**src/rtl/clk_edge_meter.sv**
```systemverilog
// Multi-channel edge-rate meter: counts synchronised edges on N_CH async inputs
// over a fixed gate window and latches saturated per-channel counts at window end.

module clk_edge_lane #(
  parameter int CNT_W       = 24,
  parameter int SYNC_STAGES = 2,
  parameter int EDGE_MODE   = 0
) (
  input  logic             cmos_clk_24,
  input  logic             I_rst_n,
  input  logic             sig,
  input  logic             primed,
  input  logic             terminal,
  input  logic             clear,
  output logic [CNT_W-1:0] count,
  output logic             ovf
);
  logic [SYNC_STAGES-1:0] sync_q;
  logic                   hist, s, e, at_max, sat;
  logic [CNT_W-1:0]       acc, inc;

  assign s      = sync_q[SYNC_STAGES-1];
  assign e      = primed & ((EDGE_MODE != 0) ? (s ^ hist) : (s & ~hist));
  assign at_max = &acc;
  assign inc    = {{(CNT_W-1){1'b0}}, e};

  always_ff @(posedge cmos_clk_24 or negedge I_rst_n) begin
    if (!I_rst_n) begin
      sync_q <= '0;
      hist   <= 1'b0;
      acc    <= '0;
      sat    <= 1'b0;
      count  <= '0;
      ovf    <= 1'b0;
    end else begin
      sync_q <= {sync_q[SYNC_STAGES-2:0], sig};
      hist   <= s;
      if (clear) begin
        acc <= '0;
        sat <= 1'b0;
      end else if (terminal) begin
        // an edge seen in the terminal cycle still belongs to the closing window
        count <= (at_max & e) ? acc : acc + inc;
        ovf   <= sat | (at_max & e);
        acc   <= '0;
        sat   <= 1'b0;
      end else if (at_max & e) begin
        sat <= 1'b1;
      end else begin
        acc <= acc + inc;
      end
    end
  end
endmodule

module clk_edge_meter #(
  parameter int N_CH        = 4,
  parameter int CNT_W       = 24,
  parameter int GATE_CYCLES = 24_000_000,
  parameter int SYNC_STAGES = 2,
  parameter int EDGE_MODE   = 0
) (
  input  logic                  cmos_clk_24,
  input  logic                  I_rst_n,
  input  logic [N_CH-1:0]       I_sig,
  input  logic                  I_clear,
  output logic [N_CH*CNT_W-1:0] O_count,
  output logic [N_CH-1:0]       O_ovf,
  output logic                  O_valid,
  output logic                  O_gate_tgl
);
  localparam int GW = $clog2(GATE_CYCLES);
  localparam int PW = $clog2(SYNC_STAGES + 2);
  localparam logic [GW-1:0] G_LAST     = GW'(GATE_CYCLES - 1);
  localparam logic [PW-1:0] PRIME_DONE = PW'(SYNC_STAGES + 1);

  logic [GW-1:0]                g;
  logic [PW-1:0]                prime_cnt;
  logic                         primed, terminal;
  logic [N_CH-1:0][CNT_W-1:0]   cnt;

  assign primed   = (prime_cnt == PRIME_DONE);
  assign terminal = (g == G_LAST) & ~I_clear;
  assign O_count  = cnt;

  always_ff @(posedge cmos_clk_24 or negedge I_rst_n) begin
    if (!I_rst_n) begin
      g          <= '0;
      prime_cnt  <= '0;
      O_valid    <= 1'b0;
      O_gate_tgl <= 1'b0;
    end else begin
      if (!primed) prime_cnt <= prime_cnt + 1'b1;
      O_valid <= terminal;
      if (I_clear) begin
        g <= '0;
      end else if (terminal) begin
        g          <= '0;
        O_gate_tgl <= ~O_gate_tgl;
      end else begin
        g <= g + 1'b1;
      end
    end
  end

  for (genvar i = 0; i < N_CH; i++) begin : g_lane
    clk_edge_lane #(
      .CNT_W(CNT_W), .SYNC_STAGES(SYNC_STAGES), .EDGE_MODE(EDGE_MODE)
    ) u_lane (
      .cmos_clk_24(cmos_clk_24),
      .I_rst_n    (I_rst_n),
      .sig        (I_sig[i]),
      .primed     (primed),
      .terminal   (terminal),
      .clear      (I_clear),
      .count      (cnt[i]),
      .ovf        (O_ovf[i])
    );
  end
endmodule
```
**config.mk**
```make
export PLATFORM = sky130hd
export DESIGN_NAME = clk_edge_meter
export DESIGN_NICKNAME = d
export VERILOG_FILES = /design/src/rtl/clk_edge_meter.sv
export SDC_FILE = /design/constraint.sdc
export NUM_CORES = 1
export LEC_CHECK = 0
export ABC_AREA = 0
export BUFFER_PORTS_ARGS = -buffer_cell sky130_fd_sc_hd__buf_2
export CAP_MARGIN = 15
export CORE_ASPECT_RATIO = 1.75
export CORE_MARGIN = 1.5
export CORE_UTILIZATION = 35
export CTS_CLUSTER_DIAMETER = 50
export DETAILED_ROUTE_END_ITERATION = 12
export HOLD_SLACK_MARGIN = 0.03
export PLACE_DENSITY = 0.55
export SLEW_MARGIN = 0
export SYNTH_ARGS = -nofsm -noshare
export SYNTH_HDL_FRONTEND = slang
export SYNTH_SLANG_ARGS = --single-unit
export TNS_END_PERCENT = 5
```
**constraint.sdc**
```tcl
create_clock -name cmos_clk_24 -period 2.7 [get_ports cmos_clk_24]
set_input_delay 0.135 -clock cmos_clk_24 [delete_from_list [all_inputs] [get_ports cmos_clk_24]]
set_output_delay 0.135 -clock cmos_clk_24 [all_outputs]
set_load 0.01 [all_outputs]
```
---- Word level (Yosys, flattened, before mapping) ----
Cells that the tools add are included.
W data, S select, Z words.
word-level totals
  register bits ........................... 241
  input bits .............................. 7
  output and inout bits ................... 102
  word-level logic and storage cells ...... 94
operators by class
  add/subtract/negate cells ............... 6
  eq/ne operators ......................... 2
  muxes and demuxes ....................... 26
  bitwise logic cells ..................... 23
  reductions and logical operators ........ 9
operators by type and width
  operator                 count
  $mux W24                 12
  $add A24 B1 Y24          4
  $reduce_and A24 Y1       4
  $mux W25                 2
  $add A25 B1 Y25 const B  1
  $eq A25 B25 Y1 const B   1
  $and A1 B1 Y1            13
  $mux W1                  12
  $reduce_bool A3 Y1       4
  $not A1 Y1               6
  $or A1 B1 Y1             4
  $add A2 B1 Y2 const B    1
  $eq A2 B2 Y1 const B     1
  $reduce_and A2 Y1        1

---- Depth between registers and ports, before layout ----
  depth in word-level cells ............... 7
  depth in mapped cells ................... 11
  gate-level depth less buffers ........... 9

---- Cells and area by module ----
Synthesis repeated with hierarchy kept, for this count alone.
unflattened totals
  cells, all modules ...................... 1,124
  area total of the unflattened synthesis .. 11,350.9 um^2
by module, submodules not included
  module                                 times used  cells an instance  area each (um^2)
  clk_edge_lane at g_lane[0].u_lane ...  3           243                2,494.9
  clk_edge_lane at g_lane[1].u_lane      1           245                2,383.5
  clk_edge_meter                         1           150                1,482.7

---- Worst setup path before layout ----
Ideal clock, no wire load.
  path kind ............................... register to register
  from .................................... reg prime_cnt[0]
  to ...................................... reg g_lane[1].u_lane.acc[23]
  arrival time ............................ 2,364 ps
  data required time ...................... 2,623 ps
  path slack .............................. 259 ps
  cell stages (with the launch flop) ...... 12
  buffers on the path ..................... 2
  clock period less this slack ............ 2,441 ps
  path through ............................ dfrtp_1 -> ha_1 -> buf_2 -> nand3b_1 -> inv_1 -> ha_1 -> nand4_1 -> or3_4 -> a211o_1 -> buf_6 -> or3_1 -> a21oi_1
on the way
  longest elaborated chain between the ends .. 6
  elaborated cells on any way between the ends .. 7
RTL lines
  element                                                  line    source
  start, declared                                          78      logic [PW-1:0] prime_cnt;
  start signal, assigned                                   93      if (!primed) prime_cnt <= prime_cnt + 1'b1;
  $eq A2 B2 Y1 (*)                                         82      assign primed = (prime_cnt == PRIME_DONE);
  $and A1 B1 Y1 (*)                                        23      assign e = primed & ((EDGE_MODE != 0) ? (s ^ hist) : (s & ~hist));
  $add A24 B1 Y24 / $and A1 B1 Y1 (equally long branches)  50, 47
  $mux W24 (*)                                             -
  $mux W24 (*)                                             41      end else if (terminal) begin
  $mux W24 (*)                                             38      if (clear) begin
  end signal, assigned                                     50      acc <= acc + inc;
  end, declared                                            20      logic [CNT_W-1:0] acc, inc;
Mark *: on every way between the ends. The rest lies on a longest branch, timed or not.
A chain may end at the register's enable or synchronous reset.

---- Worst setup path in the final report ----
  from .................................... reg prime_cnt[0]
  to ...................................... reg g_lane[0].u_lane.count[13]
on the way
  longest elaborated chain between the ends .. 4
  elaborated cells on any way between the ends .. 5
RTL lines
  element                                                  line  source
  $eq A2 B2 Y1 (*)                                         82
  $and A1 B1 Y1 (*)                                        23
  $add A24 B1 Y24 / $and A1 B1 Y1 (equally long branches)  43    count <= (at_max & e) ? acc : acc + inc;
  $mux W24 (*)                                             43
  end signal, assigned                                     43
  end, declared                                            15    output logic [CNT_W-1:0] count,
Marked as above.

==> flow_summary.yaml <==
logic_synthesis:
  synth_top_family_by_area: "simple AND/OR/NAND/NOR gates"
  synth_nets: 1173
  synth_common_cells: "dfrtp_1, nand2_1, nor2_1, o21ai_0, nand3_1"
  synth_edf_count: 0
  synth_flop_cell: "dfrtp_1"
  netlist_area_sq_mm: 0.0113
  ys_seq_area_share_pct: 53.4
  syn_inst: 1156
  synth-seq-cells: 241
  synth_cell_type_count: 63
  yosysMostFrequentCell: "dfrtp_1"
  synthArstFlopShare_pct: 100
  synth_xor_xnor_area_share_pct: 6.36
  syn_area_per_cell_sq_um: 9.77
  synthAdderAreaFrac_pct: 1.11
  yosysTopAreaCell: "dfrtp_1"
  synth-simple-area-share_pct: 24.2
  synthMuxAreaShare_pct: 0.0997
  synth_warnings: 0
  synth_top_area_share_pct: 53.4
  synthTopCellsByArea: "dfrtp_1, nand2_1, xnor2_1"
  synth_compound_area_share_pct: 11.7
cts:
  root_buffer: "clkbuf_16"
  post_cts_buffers: 0
  cts_buffers: 27
  cts_tree: "built"
  max-clock-path-buffers: 3
  h-tree-depth: 1
  cts.clk_slew.worst_paths_ps: 60
  clk_latency_ps: 560
  tritoncts_num_sinks: 241
finish:
  fin_area_sq_mm: 0.0134
  multi_input_area_sq_mm: 0.00493
  fin_util_pct: 42.5
  finalNetCount: 1294
  register_area_sq_mm: 0.00603
  diodes: 0
  fillCellCount: 3141
  drive_gt1_share_pct: 16.9
  syn2layout_area_growth_pct: 19.0
worst_setup_path:
  worstReg2RegStart: "prime_cnt[0]$_DFFE_PN0P_"
  path_max_fanout: 18
  worstSetupStartpoint: "prime_cnt[0]$_DFFE_PN0P_"
  arrival_ps: 3000
  critPathKind: "flop to flop"
  crit_path_end_kind: "flop"
  cp.required_ps: 3180
  startpoint_type: "flop"
floorplanning:
  chipHeight_um: 241
  fp-row-count: 86
  core_area_sq_mm: 0.0316
  initial_core_util_pct: 35.7
  die_w_um: 139
  io-pin-count: 109
  die_area_sq_mm: 0.0334
timing:
  fin_skew_ps: 22.3
  post-route-period-util_pct: 93.2
  worstMarginPinSlew_ps: 658
  setup_viol: 0
  rsz0062_at_grt: "no"
  drv_slew: 0
  final-hold-violation-count: 0
  setup_tns_ps: 0
  maxSlewHeadroom_pct: 55.0
  setup_slack_ps: 183
  min_period_ps: 2520
  clock.fmax_ghz: 0.397
  holdWs_ps: 96.2
power_and_ir_drop:
  p_sw_share_pct: 22.9
  seqPwrFrac_pct: 47.0
  pwr-share-comb_pct: 4.5
  ir_drop_mv: 0.597
  p_sw_uw: 1840
  clkPwrFrac_pct: 48.5
  power.leakage_uw: 0.00571
  p_per_area_mw_per_mm2: 597
  p_int_uw: 6180
global_route:
  antenna_found_initial: 0
  globalRouteTotalUtil_pct: 17.7
  grt_pass1_vias: 9055
  overflow: 0
  grt_pass1_wl_um: 48200
  grt_max_degree: 75
hold_path:
  min_path_type: "primary input to async pin"
flow_run:
  maxCapViolCount: 0
place:
  pre_cts_ws_ps: 143
  dpl_cell_area_sq_mm: 0.0124
  io_buffers: 108
  gp_congestion: 0.882
  place_hpwl_um: 20500
route:
  routed_wl_um: 29200
  ant_nets: 0
  routedWlPerCell_um: 17.2
  viasPerCell: 5.36
  drt_iter0_markers: 341
  drc: 0
  num_vias: 9076
  first_pass_iters: 4
run_status:
  status: "completed"
[power by group through the flow]
| stage | sequential, uW | clock, uW | combinational [uW] |
|---|---|---|---|
| after floorplan | 3860 | 0 | 121 |
| after global placement | 3840 | 0 | 363 |
| after detailed placement | 3840 | 0 | 366 |
| after CTS | 3780 | 4010 | 374 |
| after global routing | 3780 | 4140 | 412 |
| final | 3770 | 3890 | 359 |
[worst max-delay path: stages, from the launching register on]
cell     delay [ps]
dfrtp_1         360
ha_1            220
buf_4           180
and3b_1         260
ha_1            230
nand2_1          70
nor2_1          260
o31ai_4         230
or4_1           540
nand3_1          90
[kinds of logic after synthesis]
kind of cell             after synthesis
AO/OA/AOI/OAI                        220
buffers and inverters                 74
multiplexers                           1
flip-flops                           241
adder cells (fa/ha/maj)               10
AND/OR/NAND/NOR                      528
XOR/XNOR                              82
[final cells by class]
class / count / share of cell area (%)
clock buffer: 38 / 5.63
tap: 396 / 3.69
timing repair buffer: 156 / 7.45
clock inverter: 12 / 1.36
inverter: 10 / 0.279
multi-input combinational: 841 / 36.7
sequential: 241 / 44.9
[path summary, 6_finish.rpt]
path | end | slack, ps | depth (start not counted)
worst max-delay path | g_lane[0].u_lane.count[13]$_DFFE_PN0P_ | 180 | 9
worst min-delay path | g_lane[3].u_lane.count[14]$_DFFE_PN0P_ | 100 | 2
worst max register to register | g_lane[0].u_lane.count[13]$_DFFE_PN0P_ | 180 | 9
worst min register to register | g_lane[3].u_lane.sync_q[1]$_DFF_PN0_ | 350 | 0
max in group asynchronous | g_lane[2].u_lane.sync_q[1]$_DFF_PN0_ | 1580 | 3
min in group cmos_clk_24 | g_lane[0].u_lane.sync_q[0]$_DFF_PN0_ | 230 | 2
[metal layers]
layer,track usage (%),part of all wire [%]
met5,0,0
met4,6.19,2.6
met3,2.26,3.3
met2,34.1,54
met1,20.0,40
[cell usage in the layout, fill, tap and decap left out, types with 7 or more instances in the layout]
cell type and n:
buf_4 36, or4_1 30, nor2_1 117, xnor2_1 59
o211ai_1 31, nor3_1 12, ha_1 10, inv_1 9
xor2_1 23, a21oi_1 50, and3_1 13, o21ai_0 90
nand2_1 141, o21ai_1 10, nand4_1 40, clkbuf_1 7
and2_1 9, nand3_1 75, a211oi_1 10, or3_1 34
clkbuf_16 27, dfrtp_1 241, nor4_1 11, and4_1 13
buf_2 107
[state kept, by name (all words and copies together) (netlist names), 2 cells and up]
signal                cells
g_lane.u_lane.ovf         4
prime_cnt                 2
g_lane.u_lane.count      96
g                        25
g_lane.u_lane.sync_q      8
g_lane.u_lane.hist        4
g_lane.u_lane.sat         4
g_lane.u_lane.acc        96
[per-stage QoR]
step / power (uW) / std cells
after floorplan: 3980 / 1156
after global placement: 4200 / 1638
after detailed placement: 4210 / 1638
after CTS: 8160 / 1694
after global routing: 8340 / 1694
final: 8020 / 1694
[what timing repair did]
action	in CTS	in global routing
setup endpoints to repair	0	4
endpoints found under the hold margin	170	0
resized for setup	0	2
hold buffers	6	0
Note: power is estimated with default switching activity, not from simulation.
